<file path="config.mk">
export PLATFORM = sky130hd
export DESIGN_NAME = rotary_step_ctrl
export DESIGN_NICKNAME = d
export VERILOG_FILES = /design/src/rtl/rotary_pkg.sv /design/src/rtl/debounce_bit.sv /design/src/rtl/rotary_step_ctrl.sv
export SDC_FILE = /design/constraint.sdc
export NUM_CORES = 1
export LEC_CHECK = 0
export CORE_ASPECT_RATIO = 0.75
export CORE_MARGIN = 1
export CORE_UTILIZATION = 25
export DETAILED_ROUTE_END_ITERATION = 10
export MAX_ROUTING_LAYER = met4
export REMOVE_ABC_BUFFERS = 1
export SLEW_MARGIN = 20
export SYNTH_ARGS = -nofsm -noshare
export SYNTH_HDL_FRONTEND = slang
export SYNTH_SLANG_ARGS = --single-unit
</file>
<file path="constraint.sdc">
create_clock -name clk -period 2.3 [get_ports clk]
set_clock_uncertainty 0.15 [all_clocks]
set_input_delay 0.46 -clock clk [delete_from_list [all_inputs] [get_ports clk]]
set_output_delay 0.46 -clock clk [all_outputs]
set_load 0.02 [all_outputs]
</file>
<file path="src/rtl/rotary_pkg.sv">
// Shared types and constants for the rotary encoder front end.
package rotary_pkg;

    typedef enum logic [2:0] {
        REST,
        CW1,
        CW2,
        CW3,
        CCW1,
        CCW2,
        CCW3,
        RESYNC
    } rot_state_t;

    localparam logic [1:0] DETENT_AB        = 2'b00;
    localparam int         DEBOUNCE_DEFAULT = 5000;

endpackage

</file>
<file path="src/rtl/debounce_bit.sv">
// Two-flop synchronizer followed by a stability counter for one raw pin.
module debounce_bit #(
    parameter int DEBOUNCE_CYCLES = 5000,
    parameter int CNT_W           = 13
) (
    input  logic clk,
    input  logic rst,
    input  logic din,
    output logic dout
);

    logic             sync1;
    logic             sync2;
    logic             stable;
    logic [CNT_W-1:0] cnt;

    always_ff @(posedge clk or posedge rst) begin
        if (rst) begin
            sync1  <= 1'b0;
            sync2  <= 1'b0;
            stable <= 1'b0;
            cnt    <= '0;
        end else begin
            sync1 <= din;
            sync2 <= sync1;
            if (sync2 == stable) begin
                cnt <= '0;
            end else if (cnt == CNT_W'(DEBOUNCE_CYCLES - 1)) begin
                // mismatch has persisted long enough: accept the new level
                stable <= sync2;
                cnt    <= '0;
            end else begin
                cnt <= cnt + CNT_W'(1);
            end
        end
    end

    assign dout = stable;

endmodule

</file>
<file path="src/rtl/rotary_step_ctrl.sv">
// Debounces encoder/button pins, decodes full quadrature detents and emits
// registered one-cycle cw/ccw/btn/illegal strobes for the LED rotator.
module rotary_step_ctrl
    import rotary_pkg::*;
#(
    parameter int DEBOUNCE_CYCLES = DEBOUNCE_DEFAULT,
    parameter int CNT_W           = 13
) (
    input  logic clk,
    input  logic rst,
    input  logic rot_a,
    input  logic rot_b,
    input  logic rot_press,
    output logic cw,
    output logic ccw,
    output logic btn,
    output logic illegal
);

    logic       a_db;
    logic       b_db;
    logic       press_db;
    logic       press_q;
    logic [1:0] ab;
    rot_state_t state;
    rot_state_t state_nxt;
    logic       cw_ev;
    logic       ccw_ev;
    logic       ill_ev;

    debounce_bit #(.DEBOUNCE_CYCLES(DEBOUNCE_CYCLES), .CNT_W(CNT_W)) u_db_a (
        .clk(clk), .rst(rst), .din(rot_a), .dout(a_db)
    );
    debounce_bit #(.DEBOUNCE_CYCLES(DEBOUNCE_CYCLES), .CNT_W(CNT_W)) u_db_b (
        .clk(clk), .rst(rst), .din(rot_b), .dout(b_db)
    );
    debounce_bit #(.DEBOUNCE_CYCLES(DEBOUNCE_CYCLES), .CNT_W(CNT_W)) u_db_press (
        .clk(clk), .rst(rst), .din(rot_press), .dout(press_db)
    );

    assign ab = {a_db, b_db};

    always_ff @(posedge clk or posedge rst) begin
        if (rst) begin
            state   <= REST;
            press_q <= 1'b0;
            cw      <= 1'b0;
            ccw     <= 1'b0;
            btn     <= 1'b0;
            illegal <= 1'b0;
        end else begin
            state   <= state_nxt;
            press_q <= press_db;
            // a held button swallows detents; a fresh press also lands here
            cw      <= cw_ev & ~press_db;
            ccw     <= ccw_ev & ~press_db;
            btn     <= press_db & ~press_q;
            illegal <= ill_ev;
        end
    end

    always_comb begin
        state_nxt = state;
        cw_ev     = 1'b0;
        ccw_ev    = 1'b0;
        ill_ev    = 1'b0;
        case (state)
            REST: begin
                case (ab)
                    2'b10:   state_nxt = CW1;
                    2'b01:   state_nxt = CCW1;
                    2'b11:   begin state_nxt = RESYNC; ill_ev = 1'b1; end
                    default: state_nxt = REST;
                endcase
            end
            CW1: begin
                case (ab)
                    2'b11:     state_nxt = CW2;
                    DETENT_AB: state_nxt = REST;
                    2'b01:     begin state_nxt = RESYNC; ill_ev = 1'b1; end
                    default:   state_nxt = CW1;
                endcase
            end
            CW2: begin
                case (ab)
                    2'b01:     state_nxt = CW3;
                    2'b10:     state_nxt = CW1;
                    DETENT_AB: begin state_nxt = RESYNC; ill_ev = 1'b1; end
                    default:   state_nxt = CW2;
                endcase
            end
            CW3: begin
                case (ab)
                    DETENT_AB: begin state_nxt = REST; cw_ev = 1'b1; end
                    2'b11:     state_nxt = CW2;
                    2'b10:     begin state_nxt = RESYNC; ill_ev = 1'b1; end
                    default:   state_nxt = CW3;
                endcase
            end
            CCW1: begin
                case (ab)
                    2'b11:     state_nxt = CCW2;
                    DETENT_AB: state_nxt = REST;
                    2'b10:     begin state_nxt = RESYNC; ill_ev = 1'b1; end
                    default:   state_nxt = CCW1;
                endcase
            end
            CCW2: begin
                case (ab)
                    2'b10:     state_nxt = CCW3;
                    2'b01:     state_nxt = CCW1;
                    DETENT_AB: begin state_nxt = RESYNC; ill_ev = 1'b1; end
                    default:   state_nxt = CCW2;
                endcase
            end
            CCW3: begin
                case (ab)
                    DETENT_AB: begin state_nxt = REST; ccw_ev = 1'b1; end
                    2'b11:     state_nxt = CCW2;
                    2'b01:     begin state_nxt = RESYNC; ill_ev = 1'b1; end
                    default:   state_nxt = CCW3;
                endcase
            end
            RESYNC: begin
                if (ab == DETENT_AB) state_nxt = REST;
            end
            default: state_nxt = REST;
        endcase
    end

endmodule
</file>
Yosys cells after proc, flatten, opt, wreduce, memory -nomap -nowiden. Cells that the tools add are included.

$add $sub $neg: 3. Equality and inequality tests: 17. Multiplexer cells: 22. Bitwise logic cells: 8. Reductions and logical operators: 8.

Operator list (count): $mux 13 (6); $pmux 3 s3 (6); $add 13x1->13 const B (3); $eq 13x13->1 const B (3); $pmux 3 s8 (1); $eq 3x3->1 const B (4); $eq 3x2->1 const B (2); $mux 1 (6); $pmux 2 s3 (1); $reduce_and 2->1 (3); $reduce_or 2->1 (3); $not 1->1 (5); $eq 2x2->1 const B (2); $pmux 1 s4 (1); $and 1x1->1 (3); $eq 1x1->1 (3); $eq 3x1->1 const B (1); $logic_not 3->1 (1); $mux 3 (1); $eq 2x1->1 const B (1); $logic_not 2->1 (1); $ne 2x2->1 const B (1).

Flip-flop bits (word level): 56. Input port bits: 5. Logic and storage cells: 76.

Longest topological paths before layout.
Depth after elaboration: 4. Depth in mapped cells: 6.

Hierarchy. From an unflattened synthesis, not the netlist that was laid out.

Cell total of the unflattened synthesis: 277. Area, all modules: 2810.2 um2.

By module, submodules not included: debounce_bit (times used 3, cells an instance 68, area each 721.9 um2); rotary_step_ctrl (times used 1, cells an instance 73, area each 644.4 um2).

Least setup slack after synthesis. Ideal clock, no wire load.

Kind: register to register. Start: register u_db_press.cnt[10]. End: register u_db_press.stable, in the netlist u_db_press.dout. Setup time: 0.125 ns. Data arrival time: 1.732 ns. Data required time: 2.025 ns. Setup slack: 0.293 ns. Cell stages (with the launch flop): 4. Path buffers: 0. Period minus slack after synthesis: 2.007 ns. Cells stage by stage: dfrtp_1 -> or4b_1 -> or4_4 -> mux2_4.

Longest elaborated chain between the ends: 2.

RTL lines: start: declaration (RTL line debounce_bit.sv:15) `logic [CNT_W-1:0] cnt;`; start signal: assignment (RTL line debounce_bit.sv:33) `cnt <= cnt + CNT_W'(1);`; $eq 13x13->1 (RTL line debounce_bit.sv:28) `end else if (cnt == CNT_W'(DEBOUNCE_CYCLES - 1)) begin`; $reduce_and 2->1 (no line); end signal: assignment (RTL line debounce_bit.sv:30) `stable <= sync2;`; end: declaration (RTL line debounce_bit.sv:14) `logic stable;`.

No other way between the ends. A chain may end at the register's enable or synchronous reset.

Worst setup path in the final report.
Start: register u_db_a.cnt[10]. End: register u_db_a.cnt[6].

Longest elaborated chain between the ends: 3.

RTL lines: start: declaration (RTL line debounce_bit.sv:15); start signal: assignment (RTL line debounce_bit.sv:33); $eq 13x13->1 (RTL line debounce_bit.sv:28); $mux 13 (RTL line debounce_bit.sv:28); $mux 13 (RTL line debounce_bit.sv:26) `if (sync2 == stable) begin`.

No other way between the ends.

==> metrics.yaml <==
final_layout:
  fill_cells: 1052
  syn_to_final_growth_pct: 15.8
  multi_input_area_um2: 1200
  antenna_cells: 0
  fin_util_pct: 30.0
  seq_area_um2: 1400
  final_common_cell: "dfrtp_1"
  most-common-layout-cells: "dfrtp_1 (56), nor2_1 (52), xnor2_1 (27), nand2_1 (14), nor3_1 (11)"
  post_route_cells_drive_above_1_share_pct: 7.35
  fin_area_um2: 3110
  num-nets-final: 286
power_and_ir_drop:
  power_density_nw_per_um2: 632
  leakage_nw: 1.27
  clkPwrFrac_pct: 44.7
  power.switching_w: 0.000416
  power_frac_seq_pct: 51.8
  internal_power_w: 0.00155
  swShare_pct: 21.2
  peakVddDrop_mv: 0.280
  pwr-share-comb_pct: 3.5
route:
  wl_met2_um: 1870
  vias: 1793
  wl_um: 4530
  viasPerCell: 4.39
  drt.antenna.violating_nets: 0
  wl_met3_um: 169
  drc: 0
  drt_iter0_drc: 150
  firstDrtPassIters: 4
  wl_per_cell_um: 11.1
  dr.max_layer_used: "met4"
  wl_met1_um: 2480
floorplanning:
  std_cell_rows: 32
  die_y_um: 91.7
  dieArea_um2: 11200
  fp.coreArea_um2: 10400
  initial_core_util_pct: 25.9
  die_w_um: 122
  num_io_pins: 9
critical_path:
  crit_path_max_incr_delay_ns: 0.56
  crit_fanout: 12
  critPathKind: "register to register"
  crit_chain: "or4b_1 > or4_4 > nand2_2 > nor2_1"
  required_ns: 2.33
  cp_slowest_cell: "or4_4"
  critical_path_arrival_ns: 2.12
  critPathLaunchType: "register"
  r2r-start: "u_db_a.cnt[10]"
  setup.worst_path.start: "u_db_a.cnt[10]"
  crit_path_end_kind: "register"
status:
  outcome: "finished, final reports clean"
cts:
  cts_tree: "done"
  cts.hold.buffers_added: 0
  clockBufferDepth: 2
  cts.sink_count: 56
  cts_max_level: 2
  ctsResizeCount: 0
  clkLatencyLatePin_ns: 0.30
  cts_made_buffers: 5
  cts.clk_slew.worst_paths_ns: 0.08
  cts_setup_buffers: 0
  cts_root_buf: "clkbuf_16"
synthesis:
  synth_compound_area_share_pct: 4.15
  syn_area_per_cell_um2: 10.3
  synth_mux_area_share_pct: 3.08
  synth-simple-area-share_pct: 21.2
  synth_top_family_by_area: "simple AND/OR/NAND/NOR gates"
  synthAdderAreaFrac_pct: 4.66
  synth_seq_cells: 56
  netlist_area_um2: 2680
  ys_types: 39
  synth_cells: 260
  yosys_warnings: 0
  ys_seq_area_share_pct: 52.2
  synth_xor_area_share_pct: 11.7
sta:
  rsz0062_at_grt: "false"
  setup_ws_ns: 0.215
  fmax_mhz: 480
  timing.final.crit_share_pct: 90.7
  finalCriticalPeriod_ns: 2.09
  hold_viol_final: 0
  final.setup.tns_ns: 0
  relSlewSlack_pct: 69.6
  setup_viol: 0
  hold_ws_ns: 0.191
  slew_violations: 0
  worst_slew_pin_slew_ns: 0.452
placement:
  hpwl_um: 3190
  place.gp.congestion: 0.760
  post_dp_cell_area_um2: 2940
  pre_cts_slack_ns: 0.226
  io_buffer_count: 8
global_route:
  grt_pass1_vias: 1688
  grt.overflow.total: 0
  grt_start_max_net_pins: 23
  antenna_found_initial: 0
  grt_pass1_wl_um: 8260
  grt_usage_pct: 9.46
hold_path:
  hp-start: "u_db_b.sync1"
  hold_path_class: "register to register"
run:
  drv_cap: 0
## layer usage
layer	vias to the layer above	GRT usage (%)
met2	22	12.5
met1	870	14.0
met5	-	-
li1	899	-
met3	2	2.99
met4	0	1.54
## per-stage QoR
stage                     power (W)  std cells
final                       0.00196        408
after global routing        0.00205        408
after CTS                   0.00200        408
after detailed placement    0.00111        400
after global placement      0.00111        400
after floorplan             0.00108        254
## synthesized netlist by cell type
master     number  area [um2]
a21o_1          1        7.51
a21oi_1         4        20.0
a22o_1          1        8.76
a311oi_1        1        8.76
a31oi_1         1        6.26
and2_1          1        6.26
and3_1          2        12.5
and3_2          1        7.51
buf_1           1        3.75
buf_2           1        5.00
buf_6           2        22.5
clkbuf_1        2        7.51
dfrtp_1        56        1400
ha_1           10         125
inv_1          11        41.3
mux2_4          2        30.0
mux2i_1         3        30.0
mux4_2          1        22.5
nand2_1        14        52.6
nand2_2         2        12.5
nand3_1        10        50.1
nand4_1         8        50.1
nor2_1         52         195
nor2b_1         1        6.26
nor3_1         11        55.1
nor4_1          4        25.0
nor4b_1         1        8.76
o2111ai_1       1        8.76
o211ai_1        1        7.51
o21ai_0         7        35.0
o311ai_0        1        8.76
or2_2           1        6.26
or3_1           3        18.8
or4_1           1        7.51
or4_4           2        22.5
or4b_1          2        20.0
or4bb_1         1        11.3
xnor2_1        27         236
xor2_1          9        78.8
## flip-flops by register name, indices dropped and copies added (netlist names), 3 cells and up
| name | count |
|---|---|
| u_db_a.cnt | 13 |
| u_db_b.cnt | 13 |
| u_db_press.cnt | 13 |
| state | 3 |
## layout make-up
| class | instances | share of cell area (%) |
|---|---|---|
| Sequential cell | 56 | 45.1 |
| Timing Repair Buffer | 10 | 3.86 |
| Inverter | 11 | 1.33 |
| Multi-Input combinational cell | 187 | 38.7 |
| Clock inverter | 3 | 1.53 |
| Tap cell | 136 | 5.48 |
| Clock buffer | 5 | 4.03 |
## cell families (layout without fill, tap and decap cells)
family / after synthesis / after routing
fa+ha+maj: 10 / 10
compound gates: 18 / 18
simple gates: 117 / 117
xor+xnor: 36 / 36
buf+inv: 17 / 29
mux: 6 / 6
flops: 56 / 56
## power by group through the flow
stage / clock [W] / sequential, W / combinational, W
floorplan: 0 / 0.00103 / 0.0000440
global placement: 0 / 0.00104 / 0.0000723
detailed placement: 0 / 0.00104 / 0.0000728
CTS: 0.000909 / 0.00102 / 0.0000729
global route: 0.000950 / 0.00102 / 0.0000809
finish: 0.000877 / 0.00102 / 0.0000695
## critical path: cells and delay by family (launching register included)
kind | cells | cell delay, ns
flip-flops | 1 | 0.41
AND/OR/NAND/NOR | 4 | 1.41
## worst paths after layout
path                                     end  cells after the start  slack (ns)
hold reg to reg                 u_db_b.sync2                      0        0.19
setup / recovery               u_db_a.cnt[6]                      4        0.21
setup reg to reg               u_db_a.cnt[6]                      4        0.21
max in group asynchronous       u_db_b.sync1                      3        1.22
min in group asynchronous  u_db_press.cnt[9]                      2        0.33
hold / removal                  u_db_b.sync2                      0        0.19
(Power assumes the default switching activity.)
